[src/rtl/bp_axil_nbf_pkg.sv]
// Shared types and constants for the NBF-to-AXI-Lite streamer.
// Holds the NBF command layout, opcode values and streamer FSM states.
package bp_axil_nbf_pkg;

    localparam int nbf_width_gp = 136;

    localparam logic [7:0] e_nbf_fence  = 8'hFE;
    localparam logic [7:0] e_nbf_finish = 8'hFF;

    typedef struct packed {
        logic [7:0]  opcode;
        logic [63:0] addr;
        logic [63:0] data;
    } bp_nbf_s;

    typedef enum logic [2:0] {
        e_idle,
        e_send,
        e_addr,
        e_data,
        e_fence,
        e_drain,
        e_done
    } nbf_state_e;

endpackage

[src/rtl/bp_axil_nbf_credit_counter.sv]
// Outstanding-write credit counter: up on AW, down on B.
// Ports: up_i/down_i events; count_o, full_o (== max_val_p), empty_o.
module bp_axil_nbf_credit_counter #(
    parameter int max_val_p = 16,
    parameter int width_p   = $clog2(max_val_p + 1)
) (
    input  logic               clk_i,
    input  logic               reset_i,
    input  logic               up_i,
    input  logic               down_i,
    output logic [width_p-1:0] count_o,
    output logic               full_o,
    output logic               empty_o
);

    logic [width_p-1:0] count_q, count_d;
    logic               down_eff;

    // A response with nothing outstanding must not wrap the count.
    assign down_eff = down_i & ~empty_o;

    always_comb begin
        count_d = count_q;
        unique case ({up_i, down_eff})
            2'b10:   count_d = count_q + width_p'(1);
            2'b01:   count_d = count_q - width_p'(1);
            default: count_d = count_q;
        endcase
    end

    always_ff @(posedge clk_i or posedge reset_i) begin
        if (reset_i) count_q <= '0;
        else         count_q <= count_d;
    end

    assign count_o = count_q;
    assign full_o  = (count_q == width_p'(max_val_p));
    assign empty_o = (count_q == '0);

endmodule

[src/rtl/bsg_counter_clear_up.sv]
// Clearable up-counter; clear and up in one cycle gives init+1.
// Ports: clear_i, up_i; count_o of ptr_width_lp bits.
module bsg_counter_clear_up #(
    parameter int max_val_p    = 4,
    parameter int init_val_p   = 0,
    parameter int ptr_width_lp = $clog2(max_val_p + 1)
) (
    input  logic                    clk_i,
    input  logic                    reset_i,
    input  logic                    clear_i,
    input  logic                    up_i,
    output logic [ptr_width_lp-1:0] count_o
);

    logic [ptr_width_lp-1:0] count_q, count_d;

    always_comb begin
        count_d = clear_i ? ptr_width_lp'(init_val_p) : count_q;
        if (up_i) count_d = count_d + ptr_width_lp'(1);
    end

    always_ff @(posedge clk_i or posedge reset_i) begin
        if (reset_i) count_q <= ptr_width_lp'(init_val_p);
        else         count_q <= count_d;
    end

    assign count_o = count_q;

endmodule

[src/rtl/bp_axil_nbf_streamer.sv]
// Streams NBF commands as fixed-address AXI-Lite writes, credit-bounded.
// Ports: nbf_i/v_i/ready_and_o command in; m_axil_* master; done/error.
module bp_axil_nbf_streamer
    import bp_axil_nbf_pkg::*;
#(
    parameter int          axil_addr_width_p = 64,
    parameter int          axil_data_width_p = 32,
    parameter int          credits_p         = 16,
    parameter logic [63:0] nbf_host_addr_p   = 64'h0
) (
    input  logic                           clk_i,
    input  logic                           reset_i,
    input  bp_nbf_s                        nbf_i,
    input  logic                           v_i,
    output logic                           ready_and_o,
    output logic [axil_addr_width_p-1:0]   m_axil_awaddr_o,
    output logic [2:0]                     m_axil_awprot_o,
    output logic                           m_axil_awvalid_o,
    input  logic                           m_axil_awready_i,
    output logic [axil_data_width_p-1:0]   m_axil_wdata_o,
    output logic [axil_data_width_p/8-1:0] m_axil_wstrb_o,
    output logic                           m_axil_wvalid_o,
    input  logic                           m_axil_wready_i,
    input  logic [1:0]                     m_axil_bresp_i,
    input  logic                           m_axil_bvalid_i,
    output logic                           m_axil_bready_o,
    output logic                           done_o,
    output logic                           error_o,
    output logic [7:0]                     err_count_o
);

    localparam int dw_lp    = axil_data_width_p;
    localparam int flits_lp = (nbf_width_gp + dw_lp - 1) / dw_lp;
    localparam int fw_lp    = $clog2(flits_lp);
    localparam int slots_lp = 1 << fw_lp;
    localparam int pad_lp   = slots_lp * dw_lp - nbf_width_gp;
    localparam int cnt_w_lp = $clog2(credits_p + 1);

    localparam logic [fw_lp-1:0] last_flit_lp = fw_lp'(flits_lp - 1);

    nbf_state_e state_q, state_d, after_flit;
    bp_nbf_s    cmd_q, cmd_d;
    logic       error_q, error_d;
    logic [7:0] err_cnt_q, err_cnt_d;

    logic [slots_lp-1:0][dw_lp-1:0] flit_arr;
    logic [fw_lp-1:0]    flit_cnt;
    logic [cnt_w_lp-1:0] credit_cnt;
    logic credit_full, credit_empty;
    logic aw_v, w_v, rdy, aw_hs, w_hs, b_hs;
    logic accept, last_flit, flit_done, drained;

    assign aw_hs     = aw_v & m_axil_awready_i;
    assign w_hs      = w_v & m_axil_wready_i;
    assign b_hs      = m_axil_bvalid_i;
    assign accept    = v_i & rdy;
    assign last_flit = (flit_cnt == last_flit_lp);

    assign flit_done = ((state_q == e_send) & aw_hs & w_hs)
                     | ((state_q == e_addr) & aw_hs)
                     | ((state_q == e_data) & w_hs);

    // Treat the cycle of the final B as drained so the wait ends promptly.
    assign drained = credit_empty
                   | ((credit_cnt == cnt_w_lp'(1)) & b_hs);

    // Command zero-padded at the MSB; flit 0 is the low slice.
    assign flit_arr = {{pad_lp{1'b0}}, cmd_q};

    bsg_counter_clear_up #(
        .max_val_p (flits_lp - 1),
        .init_val_p(0)
    ) flit_ctr (
        .clk_i  (clk_i),
        .reset_i(reset_i),
        .clear_i(accept),
        .up_i   (flit_done & ~last_flit),
        .count_o(flit_cnt)
    );

    bp_axil_nbf_credit_counter #(
        .max_val_p(credits_p)
    ) credits (
        .clk_i  (clk_i),
        .reset_i(reset_i),
        .up_i   (aw_hs),
        .down_i (b_hs),
        .count_o(credit_cnt),
        .full_o (credit_full),
        .empty_o(credit_empty)
    );

    always_ff @(posedge clk_i or posedge reset_i) begin
        if (reset_i) state_q <= e_idle;
        else         state_q <= state_d;
    end

    always_comb begin
        after_flit = e_send;
        if (last_flit)
            after_flit = (cmd_q.opcode == e_nbf_finish) ? e_drain : e_idle;
        state_d = state_q;
        unique case (state_q)
            e_idle:  if (accept)
                         state_d = (nbf_i.opcode == e_nbf_fence)
                                 ? e_fence : e_send;
            e_send:  begin
                         unique case (1'b1)
                             aw_hs & w_hs:  state_d = after_flit;
                             aw_hs & ~w_hs: state_d = e_data;
                             w_hs & ~aw_hs: state_d = e_addr;
                             default:       state_d = e_send;
                         endcase
                     end
            e_addr:  if (aw_hs) state_d = after_flit;
            e_data:  if (w_hs)  state_d = after_flit;
            e_fence: if (drained) state_d = e_idle;
            e_drain: if (drained) state_d = e_done;
            e_done:  state_d = e_done;
            default: state_d = e_idle;
        endcase
    end

    // e_addr/e_data are only reachable when credits were free, so
    // their valids need no credit gating.
    always_comb begin
        aw_v   = 1'b0;
        w_v    = 1'b0;
        rdy    = 1'b0;
        done_o = 1'b0;
        unique case (state_q)
            e_idle:  rdy    = ~reset_i;
            e_send:  begin
                         aw_v = ~credit_full;
                         w_v  = ~credit_full;
                     end
            e_addr:  aw_v   = 1'b1;
            e_data:  w_v    = 1'b1;
            e_done:  done_o = 1'b1;
            default: ;
        endcase
    end

    always_comb begin
        cmd_d     = accept ? nbf_i : cmd_q;
        error_d   = error_q;
        err_cnt_d = err_cnt_q;
        if (b_hs && (m_axil_bresp_i != 2'b00)) begin
            error_d = 1'b1;
            if (err_cnt_q != 8'hFF) err_cnt_d = err_cnt_q + 8'd1;
        end
    end

    always_ff @(posedge clk_i or posedge reset_i) begin
        if (reset_i) begin
            cmd_q     <= '0;
            error_q   <= 1'b0;
            err_cnt_q <= 8'd0;
        end else begin
            cmd_q     <= cmd_d;
            error_q   <= error_d;
            err_cnt_q <= err_cnt_d;
        end
    end

    assign ready_and_o      = rdy;
    assign m_axil_awaddr_o  = nbf_host_addr_p[axil_addr_width_p-1:0];
    assign m_axil_awprot_o  = 3'b000;
    assign m_axil_awvalid_o = aw_v;
    assign m_axil_wdata_o   = flit_arr[flit_cnt];
    assign m_axil_wstrb_o   = '1;
    assign m_axil_wvalid_o  = w_v;
    assign m_axil_bready_o  = 1'b1;
    assign error_o          = error_q;
    assign err_count_o      = err_cnt_q;

endmodule

[config.mk]
export PLATFORM = sky130hd
export DESIGN_NAME = bp_axil_nbf_streamer
export DESIGN_NICKNAME = d
export VERILOG_FILES = /design/src/rtl/bp_axil_nbf_pkg.sv /design/src/rtl/bp_axil_nbf_credit_counter.sv /design/src/rtl/bsg_counter_clear_up.sv /design/src/rtl/bp_axil_nbf_streamer.sv
export SDC_FILE = /design/constraint.sdc
export NUM_CORES = 1
export LEC_CHECK = 0
export CORE_MARGIN = 8
export CORE_UTILIZATION = 42
export CTS_BUF_LIST = sky130_fd_sc_hd__clkbuf_16
export DETAILED_ROUTE_END_ITERATION = 16
export GPL_ROUTABILITY_DRIVEN = 1
export PLACE_DENSITY = 0.76
export SLEW_MARGIN = 10
export SYNTH_ARGS = -nofsm -noshare
export SYNTH_HDL_FRONTEND = slang
export SYNTH_SLANG_ARGS = --single-unit
[constraint.sdc]
create_clock -name clk_i -period 5.2 [get_ports clk_i]
set_input_delay 1.04 -clock clk_i [delete_from_list [all_inputs] [get_ports clk_i]]
set_output_delay 1.04 -clock clk_i [all_outputs]
set_load 0.01 [all_outputs]
==> results.toml, run 1 <==
[place]
dp_hpwl_um = 13500
port_buffers = 188
place_congestion = 0.767

[setup_path]
crit_fanout = 20
start_kind = "flip-flop"
reg2reg_slack_ns = 2.69
timing.rr.end = "state_q[0]"
worstSetupPathType = "flip-flop to output pin"
r2r_start = "credits.count_o[0]"
crit_required_ns = 4.16
reg2reg_depth = 11
worst_setup_path_end_kind = "output pin"
cp-endpoint = "m_axil_wdata_o[2]"
worstSetupStartpoint = "flit_ctr.count_o[0]"
crit_arrival_ns = 2.90

[sta]
setup_viol = 0
holdWs_ns = 0.472
rsz0062_at_grt = "false"
worstMarginPinSlew_ns = 0.947
fin_crit_ns = 3.94
fmax_mhz = 254
hold_viol = 0
finClkSkew_ns = 0.00559
slew_headroom_pct = 36.8
tns_ns = 0
period_share_pct = 75.8
finalMaxSlewViolations = 0

[grt]
grt_pass1_wl_um = 29700
antenna_found_initial = 0
grt_remaining_overflow = 0
grt_max_degree = 82
grt_pass1_vias = 5459
track_usage_pct = 15.8

[hold_path]
hp-class = "flip-flop to flip-flop"

[drt]
drt_wl_total_um = 18600
dr.first_iter.drc_count = 139
first_pass_iters = 4
num_vias = 5086
drc = 0
routedWlPerCell_um = 18.1
ant_nets = 0
vias_per_cell = 4.96

[clock_tree]
cts_tree = "done"
cts_sinks = 156
htree_levels = 4
numCtsBuffers = 17
cts_buffer_depth = 2
ctsHoldBuffers = 0
ctsResizeCount = 0
post_cts_buffers = 0
clkTransAtPathRegs_ns = 0.07
clk_latency_ns = 0.41
cts_root_buf = "clkbuf_16"

[logic_synthesis]
netlist_area_mm2 = 0.00799
synth-edff-count = 0
synth_cell_types = 41
ys_top_cells_by_area = "dfrtp_1 49%, mux2_2 18%, mux4_2 9.0%"
synthDominantCellAreaShare_pct = 48.8
syn_avg_cell_area_um2 = 13.3
synth_most_common_cell = "dfrtp_1"
synth_area_leader_cell = "dfrtp_1"
ys.flop_type = "dfrtp_1"
yosys_warnings = 0
synth_cells = 599
yosysSeqAreaShare_pct = 48.8
async_reset_ff_share_pct = 100
synthTopCellsByCount = "156 x dfrtp_1, 129 x mux2_2, 73 x buf_4, 32 x mux4_2, 28 x nor2b_1"
synth_seq_cells = 156

[final_layout]
nFillCells = 1571
finalNetCount = 932
areaGrowthSynthToFinish_pct = 29.6
diodes = 0
layout-drive-gt1-share_pct = 25.9

[power_and_ir_drop]
swShare_pct = 31.6
max-vdd-ir-drop_uv = 370
comb_power_share_pct = 42.7
p_leak_uw = 0.00435
p_int_uw = 4260
p_seq_share_pct = 36.5
p_switching_uw = 1970
clkPwrFrac_pct = 20.8
p_per_area_mw_per_mm2 = 602

[floorplanning]
io-pin-count = 261
start_util_pct = 42.7
rows = 50
die_w_um = 154
fp.dieArea_mm2 = 0.0237
die_h_um = 154
core_mm2 = 0.0187

[job]
max_cap_viol_count = 0

[run_status]
outcome = "complete, no violations"
==> kinds of logic (layout without fill, tap and decap cells) <==
family          count (synthesis)  after routing  share of synthesized area, %
compound gates                 32             32                          2.33
xor+xnor                       13             13                          1.42
fa+ha+maj                       9              9                          1.41
buf+inv                       119            242                          10.2
flops                         156            156                          48.8
mux                           174            174                          29.0
other cells                     2             72                        0.0940
simple gates                   94             94                          6.70
==> state kept, by name, indices dropped and copies added (netlist names) <==
signal,flops
error_o,1
state_q,3
credits.count_o,5
cmd_q,136
flit_ctr.count_o,3
err_count_o,8
==> worst max-delay path: stages, from the launching register on <==
cell	delay [ns]
dfrtp_2	0.69
buf_4	0.49
mux4_2	0.57
inv_1	0.07
o21ai_0	0.11
clkdlybuf4s50_1	0.53
==> final cells by class <==
type / instances / area (um^2) / area share, %
Multi-Input combinational cell: 394 / 3550 / 34.2
Inverter: 16 / 63.8 / 0.616
Sequential cell: 156 / 3910 / 37.7
Clock inverter: 15 / 186 / 1.80
Tap cell: 234 / 293 / 2.83
Clock buffer: 17 / 425 / 4.11
Timing Repair Buffer: 194 / 1940 / 18.7
==> power groups by stage <==
stage	sequential (uW)	clock [uW]	combinational, uW
detailed placement	2300	0	2700
finish	2270	1300	2660
global route	2360	1390	2880
global placement	2270	0	2650
floorplan	2070	0	1880
CTS	2280	1330	2710
==> layout by cell type, fill, tap and decap left out, types with 6 or more instances in the layout <==
cell and instances:
a21oi_1 6, nand2_1 15, nand3_1 7, ha_1 9
mux2_2 129, conb_1 72, xnor2_1 6, o21ai_0 15
inv_1 15, dfrtp_1 154, nor2b_1 28, nand4_1 6
mux4_2 32, mux2_1 10, and2_1 6, nor2_1 11
xor2_1 7, clkbuf_16 17, clkdlybuf4s50_1 188
==> per-layer routing <==
layer	up-vias	global-route usage, %	share of wire [%]
met5	-	0	0
met4	0	4.34	1.2
met1	2555	18.6	42
met3	15	5.69	8.1
li1	2334	-	-
met2	182	26.6	49
==> per-stage QoR <==
step	util [%]	cells	total power, uW	setup WS, ns	cell area [um^2]
global placement	52.1	994	4930	1.50	9750
floorplan	-	669	3960	0.505	8260
finish	55.4	1026	6230	1.26	10400
detailed placement	52.1	994	5000	1.50	9750
global route	55.4	1026	6630	1.02	10400
CTS	55.4	1026	6330	1.13	10400
==> worst min-delay path by stage <==
stage | slack [ns] | end | from | cells after the start
finish | 0.47 | error_o | error_o | 1
detailed placement | 0.46 | error_o | error_o | 1
global route | 0.50 | cmd_q[81] | cmd_q[81] | 1
global placement | 0.45 | error_o | error_o | 1
CTS | 0.48 | error_o | error_o | 1
floorplan | 0.46 | cmd_q[81] | cmd_q[81] | 1
Note: power is estimated with default switching activity, not from simulation.
==> run 2: changes to the inputs <==
--- a/config.mk
+++ b/config.mk
@@ -6,11 +6,11 @@
 export NUM_CORES = 1
 export LEC_CHECK = 0
 export CORE_MARGIN = 8
-export CORE_UTILIZATION = 42
+export CORE_UTILIZATION = 47
 export CTS_BUF_LIST = sky130_fd_sc_hd__clkbuf_16
 export DETAILED_ROUTE_END_ITERATION = 16
 export GPL_ROUTABILITY_DRIVEN = 1
-export PLACE_DENSITY = 0.76
+export PLACE_DENSITY = 0.8
 export SLEW_MARGIN = 10
 export SYNTH_ARGS = -nofsm -noshare
 export SYNTH_HDL_FRONTEND = slang
==> constraint.sdc (replaced) <==
create_clock -name clk_i -period 4.1 [get_ports clk_i]
set_input_delay 0.82 -clock clk_i [delete_from_list [all_inputs] [get_ports clk_i]]
set_output_delay 0.82 -clock clk_i [all_outputs]
set_load 0.01 [all_outputs]
==> run 2 against run 1 <==
Via count increased by 0.28%. Sequential share of layout area increased by 0.24 points. Total power increased by 25%. Final area decreased by 0.64%. Count of clock-buffer cells in the layout unchanged. Highest routed layer unchanged. Register-to-register slack got worse by 1.2 ns. Critical path type unchanged. Non-clock buffer count unchanged. Worst hold slack improved by 0.015 ns. Critical path depth decreased by 1. Global-route usage increased by 2.5 points.
==> results.toml, run 2 (synthesized netlist as in run 1, its figures left out) <==
[floorplanning]
core_mm2 = 0.0166
die_h_um = 146
die_w_um = 146
fp.dieArea_mm2 = 0.0214
start_util_pct = 48.2
rows = 47
io-pin-count = 261

[place]
port_buffers = 188
dp_hpwl_um = 14400
dpl_cell_area_mm2 = 0.00974
place_congestion = 0.811
post-place-ws_ns = 0.804

[drt]
vias_per_cell = 5.04
num_vias = 5100
drt_wl_total_um = 19000
first_pass_iters = 4
dr.first_iter.drc_count = 238
drc = 0
routedWlPerCell_um = 18.8
ant_nets = 0

[sta]
final.setup.worst_slack_ns = 0.596
fin_crit_ns = 3.50
fmax_mhz = 285
finalMaxSlewViolations = 0
setup_viol = 0
finClkSkew_ns = 0.0116
slew_headroom_pct = 31.6
hold_viol = 0
worstMarginPinSlew_ns = 1.03
rsz0062_at_grt = "false"
period_share_pct = 85.5

[job]
max_cap_viol_count = 0

[grt]
grt_pass1_wl_um = 31200
grt_pass1_vias = 5849
grt_max_degree = 84
track_usage_pct = 18.3
antenna_found_initial = 0
grt_remaining_overflow = 0

[hold_path]
hp-class = "flip-flop to flip-flop"

[power_and_ir_drop]
p_seq_share_pct = 37.2
clkPwrFrac_pct = 18.8
swShare_pct = 32.0
p_leak_uw = 0.00433
power.total_uw = 7780
comb_power_share_pct = 44.0
p_per_area_mw_per_mm2 = 756
max-vdd-ir-drop_uv = 445
p_int_uw = 5290
p_switching_uw = 2490

[clock_tree]
clk_latency_ns = 0.42
cts_root_buf = "clkbuf_16"
ctsHoldBuffers = 0
ctsResizeCount = 0
htree_levels = 4
cts_tree = "done"
cts_sinks = 156
post_cts_buffers = 0
clkTransAtPathRegs_ns = 0.06
cts_buffer_depth = 2
numCtsBuffers = 17

[final_layout]
final_design_area_no_fill_mm2 = 0.0103
largest-register = "cmd_q"
areaGrowthSynthToFinish_pct = 28.8
diodes = 0
largest_reg_flops = 136
layout_common_cells = "188 x clkdlybuf4s50_1, 154 x dfrtp_1, 129 x mux2_2"
layout_commonest_cell = "clkdlybuf4s50_1"
layout-drive-gt1-share_pct = 25.6
finalNetCount = 932

[setup_path]
worstSetupPathType = "flip-flop to output pin"
crit_fanout = 34
crit_family = "flip-flops"
slowest_delay_ns = 0.97
start_kind = "flip-flop"
crit_slowest_cell = "dfrtp_2"
crit_required_ns = 3.28
crit_arrival_ns = 2.68
crit_chain = "mux4_2 -> inv_1 -> o21ai_0 -> clkdlybuf4s50_1"
worst_setup_path_end_kind = "output pin"
worst-path-buf-inv = 2

[run_status]
outcome = "complete, no violations"
-- run 2: per-stage QoR --
stage                     hold WS (ns)  std cells  setup TNS (ns)  util (%)
after floorplan                  0.459        669          -34.75         -
after global routing             0.518       1012               0      62.1
after global placement           0.462        980               0      58.8
after CTS                        0.492       1012               0      62.1
after detailed placement         0.468        980               0      58.8
final                            0.487       1012               0      62.1
-- run 2: layout make-up --
cell class              count  area [um^2]
inverters                  16         63.8
clock inverters            15          125
clock buffers              17          425
multi-input cells         394         3550
repair buffers            194         1950
flip-flops and latches    156         3910
well taps                 220          275
fillers                  1260         6290
-- run 2: routing by layer --
metal  vias up  global-route usage (%)  wire, um
met5         -                       0         0
met4         0                    6.13       333
met3        25                    6.71      1360
met2       192                    30.4      9390
met1      2555                    21.5      7910
li1       2328                       -         -
-- run 2: path summary, 6_finish.rpt --
check                                    start  cells after the start  slack (ns)                  end
min                                    error_o                      1        0.49              error_o
max reg2reg                         state_q[2]                      5        1.53  flit_ctr.count_o[1]
min reg2reg                            error_o                      1        0.49              error_o
max in group asynchronous              reset_i                      4        1.36            cmd_q[63]
min in group asynchronous              reset_i                      3        1.17            cmd_q[93]
max                        flit_ctr.count_o[1]                      4        0.60    m_axil_wdata_o[4]
-- run 2: power groups by stage --
stage,Clock [uW],Sequential [uW],Combinational (uW)
final,1460,2900,3420
after global routing,1580,3010,3710
after CTS,1500,2900,3480
after detailed placement,0,2920,3460
after global placement,0,2850,3360
after floorplan,0,2630,2390
